File: src/rtl/fifo_drain_pkg.sv
// Shared types and constants for the FIFO-draining serial transmitter.
package fifo_drain_pkg;

    typedef enum logic [1:0] {
        IDLE  = 2'd0,
        START = 2'd1,
        DATA  = 2'd2,
        STOP  = 2'd3
    } state_t;

    localparam int DATA_W           = 8;
    localparam int CLKS_PER_BIT_DEF = 4;

endpackage

File: src/rtl/fifo_drain_tx_bit_timer.sv
// Bit-period timer: pulses tick on the last clock of each serial bit.
module bit_timer #(
    parameter int CLKS_PER_BIT = 4
) (
    input  logic clk,
    input  logic rst,
    input  logic clear,
    output logic tick
);

    localparam int                CW   = $clog2(CLKS_PER_BIT);
    localparam logic [CW-1:0]     LAST = CW'(CLKS_PER_BIT - 1);

    logic [CW-1:0] cnt;

    assign tick = ~clear & (cnt == LAST);

    // Reload at the bit boundary so the count never wraps mid-bit
    always_ff @(posedge clk or negedge rst) begin
        if (!rst)              cnt <= '0;
        else if (clear)        cnt <= '0;
        else if (cnt == LAST)  cnt <= '0;
        else                   cnt <= cnt + 1'b1;
    end

endmodule

File: src/rtl/fifo_drain_tx.sv
// Pops bytes from an upstream FIFO and sends each as a 10-bit serial frame.
module fifo_drain_tx
    import fifo_drain_pkg::*;
#(
    parameter int CLKS_PER_BIT = CLKS_PER_BIT_DEF
) (
    input  logic                 clk,
    input  logic                 rst,
    input  logic                 en,
    input  logic                 empty,
    input  logic [DATA_W-1:0]    rdata,
    output logic                 read,
    output logic                 txd,
    output logic                 busy,
    output logic [1:0]           diag_state,
    output logic [2:0]           diag_bitcnt
);

    localparam logic [2:0] LAST_BIT = 3'(DATA_W - 1);

    state_t              state, state_nx;
    logic [DATA_W-1:0]   sh, sh_nx;
    logic [2:0]          bitcnt, bitcnt_nx;
    logic                txd_q, txd_nx;
    logic                tick;

    bit_timer #(.CLKS_PER_BIT(CLKS_PER_BIT)) u_timer (
        .clk   (clk),
        .rst   (rst),
        .clear (state == IDLE),
        .tick  (tick)
    );

    // Popping moves us out of IDLE on the same edge, so read lasts one cycle
    assign read        = (state == IDLE) & en & ~empty & rst;
    assign txd         = txd_q;
    assign busy        = (state != IDLE);
    assign diag_state  = state;
    assign diag_bitcnt = bitcnt;

    always_ff @(posedge clk or negedge rst) begin
        if (!rst) begin
            state  <= IDLE;
            sh     <= '0;
            bitcnt <= '0;
            txd_q  <= 1'b1;
        end else begin
            state  <= state_nx;
            sh     <= sh_nx;
            bitcnt <= bitcnt_nx;
            txd_q  <= txd_nx;
        end
    end

    always_comb begin
        state_nx  = state;
        sh_nx     = sh;
        bitcnt_nx = bitcnt;
        txd_nx    = txd_q;
        case (state)
            IDLE: begin
                txd_nx = 1'b1;
                if (read) begin
                    state_nx = START;
                    sh_nx    = rdata;
                    txd_nx   = 1'b0;
                end
            end
            START: begin
                if (tick) begin
                    state_nx  = DATA;
                    bitcnt_nx = '0;
                    txd_nx    = sh[0];
                end
            end
            DATA: begin
                if (tick) begin
                    if (bitcnt == LAST_BIT) begin
                        state_nx  = STOP;
                        bitcnt_nx = '0;
                        txd_nx    = 1'b1;
                    end else begin
                        // Shift so the next bit to send is always at sh[0]
                        bitcnt_nx = bitcnt + 1'b1;
                        sh_nx     = sh >> 1;
                        txd_nx    = sh[1];
                    end
                end
            end
            STOP: begin
                txd_nx = 1'b1;
                if (tick) state_nx = IDLE;
            end
            default: state_nx = IDLE;
        endcase
    end

endmodule

File: config.mk
export PLATFORM = sky130hd
export DESIGN_NAME = fifo_drain_tx
export DESIGN_NICKNAME = d
export VERILOG_FILES = /design/src/rtl/fifo_drain_pkg.sv /design/src/rtl/fifo_drain_tx_bit_timer.sv /design/src/rtl/fifo_drain_tx.sv
export SDC_FILE = /design/constraint.sdc
export NUM_CORES = 1
export LEC_CHECK = 0
export CAP_MARGIN = 20
export CORE_AREA = 2 2 52 42
export CTS_CLUSTER_SIZE = 28
export DETAILED_ROUTE_END_ITERATION = 10
export DIE_AREA = 0 0 54 44
export PLACE_DENSITY = 0.84
export RECOVER_POWER = 25
export SLEW_MARGIN = 10
export SYNTH_ARGS = -nofsm -noshare
export SYNTH_HDL_FRONTEND = slang
export SYNTH_SLANG_ARGS = --single-unit
File: constraint.sdc
create_clock -name clk -period 6.15 [get_ports clk]
set_input_delay 0.9225 -clock clk [delete_from_list [all_inputs] [get_ports clk]]
set_output_delay 0.9225 -clock clk [all_outputs]
set_load 0.03 [all_outputs]
==> results by group <==
GRT
  • Top Usage Layer GRT: met2
  • GRT met3 Usage: 0.06207
  • First-pass GRT wire length: 2760 µm
  • Vias in the first global route: between 600 and 700
  • Congestion Overflow GR: 0
  • Initial antenna violation count: 0
  • Grt met1 use: 0.2053
  • Routing usage on met2: 0.2707
  • Overall Global Routing Usage: 0.1613
  • Largest net degree at the start of global routing: 20

Logic synthesis
  • Synth Cell Area: just over 900 µm²
  • Post-synth net total: 95
  • Mapped Avg Cell Area: roughly 12 µm²
  • Post-synth cell types: 23
  • Ys Warns: 0
  • Syn Inst Count: between 70 and 80
  • Register area share after synthesis: 0.4379
  • Synthesized flop and latch total: 16

Final layout
  • Post-route insts no fill: around 120
  • Final Instance Area: 1155 µm²
  • Multi-input gate area: 478.0 µm²
  • Final net count: about 120
  • # fillers: 160
  • Sequential Area: 401.6 µm²
  • Commonest non-fill, non-tap cell in the layout: clkdlybuf4s50_1
  • Commonest cells after routing, fill and taps aside: clkdlybuf4s50_1 (18), dfrtp_1 (15), mux2_2 (11), ha_1 (9), mux2_1 (6)
  • Layout cells sized above 1: 0.1915
  • Number of diodes: 0
  • Area growth syn-to-layout: 25.92%

Placement
  • Placed Area: between 1000 and 1500 µm²
  • Setup WS pre-CTS: 2.159 ns
  • Dpl hpwl: ~1200 µm
  • Routability Congestion: ~0.69
  • Placed Cells: approximately 110
  • Port buffer count: 19

Power and ir drop
  • Pwr Density: 482.7 nW/µm²
  • Lkg Pwr: 0.5126 nW
  • Peak supply drop: 0.0002610 V
  • Overall power: 0.5574 mW

Critical path
  • CP startpoint kind: input port
  • R2R setup slack: 3.78 ns
  • Worst setup EP type: output pin
  • Critical Path RT: 5.23 ns
  • Crit path DAT: 3.10 ns
  • Crit Path Max Fanout: 17
  • CP Class: in -> out

CTS
  • Clock Root Buffer: clkbuf_4
  • Worst-Skew Late Latency: 0.29 ns
  • Clk sinks: 16
  • Setup Fix Bufs, Post-CTS: 0
  • # resized after CTS: 0
  • Clk buf depth: 2
  • Number of H-tree levels: 1
  • Clock Pin Slew Worst Setup and Hold Paths: roughly 0.09 ns
  • TritonCTS buffer count: 3
  • TritonCTS clock tree: done
  • CTS Hold Bufs: 0

Timing
  • Final min period: between 4 and 5 ns
  • Worst slew margin: 0.5069
  • TNS Setup: 0 ns
  • Fin. Hold Viols: 0
  • Setup violators final: 0
  • Period utilization: 0.6548
  • Tightest Pin Transition: 0.7373 ns
  • Setup Skew: approximately 0.017 ns
  • Fin worst setup slack: around 2.1 ns
  • FMAX: about 0.25 GHz
  • Unrepaired setup endpoints after global routing: false
  • Slew Limit Fails: 0

Drt
  • First-pass iteration count of the detailed router: 5
  • WL per Instance: 13.64 µm
  • DR iter-0 viols: 22
  • DRC viols: 0
  • Final WL: 1610 µm
  • Via count: between 600 and 700
  • Via density: 5.610
  • Antenna-violating nets left: 0

Run status
  • Status: finished clean

Run
  • Max_cap viols: 0

Floorplan
  • Core Region: 1892 µm²
  • Num rows: 14
  • Die area: ~2400 µm²
  • Initial Util: 0.4848
  • I/O Pins: 20
  • Die Wd: 54 µm
  • Chip Height: 44 µm

Hold path
  • Min-Delay Path Class: reg -> reg
[critical path, cell delays in order]
cell and delay [ns]:
dlygate4sd3_1 1.01, nand4b_1 0.33, inv_1 0.15, clkdlybuf4s50_1 0.68
[routing by layer]
| metal | up-vias | wire length, µm |
|---|---|---|
| li1 | 311 | - |
| met1 | 326 | 713 |
| met2 | 25 | 769 |
| met3 | 0 | 127 |
| met4 | 0 | 0 |
| met5 | - | 0 |
[worst paths after layout]
path,from,end,cells past startpoint
min reg2reg,u_timer.cnt[0],u_timer.cnt[0],1
max reg2reg,diag_state[0],diag_state[1],5
min,u_timer.cnt[0],u_timer.cnt[0],1
min in group asynchronous,rst,diag_state[0],1
max in group asynchronous,rst,sh[6],1
max,rst,read,4
[cell families after synthesis]
logic type                 Yosys count  synth area share
DFF                                 16            0.4379
and+or+nand+nor                     13           0.09003
adders and majority gates            9            0.1228
AOI/OAI and AO/OA                   11           0.09959
muxes                               17            0.2087
buffers and inverters                8           0.04093
[area by class of cell]
cell class	count	area share
well taps	24	0.02600
repair buffers	19	0.1647
clock buffers	4	0.03142
multi-input cells	50	0.4139
flip-flops and latches	16	0.3478
inverters	5	0.01625
[sequential cells by signal (all words and copies together) (netlist names)]
register     cells
sh               8
diag_bitcnt      3
diag_state       2
u_timer.cnt      2
txd              1
[per-stage QoR]
stage                     hold WS, ns  utilization
after floorplan                0.4085            -
after global routing           0.4672       0.6105
after global placement         0.4171       0.5913
final                          0.4351       0.6105
after CTS                      0.4399       0.6105
after detailed placement       0.4272       0.5913
[Yosys cell counts, drive strengths merged]
cell,number,area (µm²)
a22oi,2,20.02
nor2,4,15.01
a211oi,1,7.510
nor3,1,5.000
dfstp,1,26.28
nand4b,1,8.760
nand4bb,1,11.26
nor2b,3,18.77
a32o,3,30.03
a2bb2oi,1,8.760
or3,1,11.26
nand2b,2,12.51
ha,9,112.6
a21oi,1,5.000
a222oi,1,10.01
dfrtp,15,375.4
inv,5,18.77
buf,1,11.26
o21ai,2,10.01
mux2,17,191.4
clkbuf,2,7.510
[power breakdown]
group | leakage, nW | total (mW) | internal, mW | switching, mW
sequential | 0.197 | 0.184 | 0.156 | 0.0283
combinational | 0.295 | 0.303 | 0.155 | 0.148
clock | 0.0210 | 0.0706 | 0.0360 | 0.0346
Note: power is estimated with default switching activity, not from simulation.
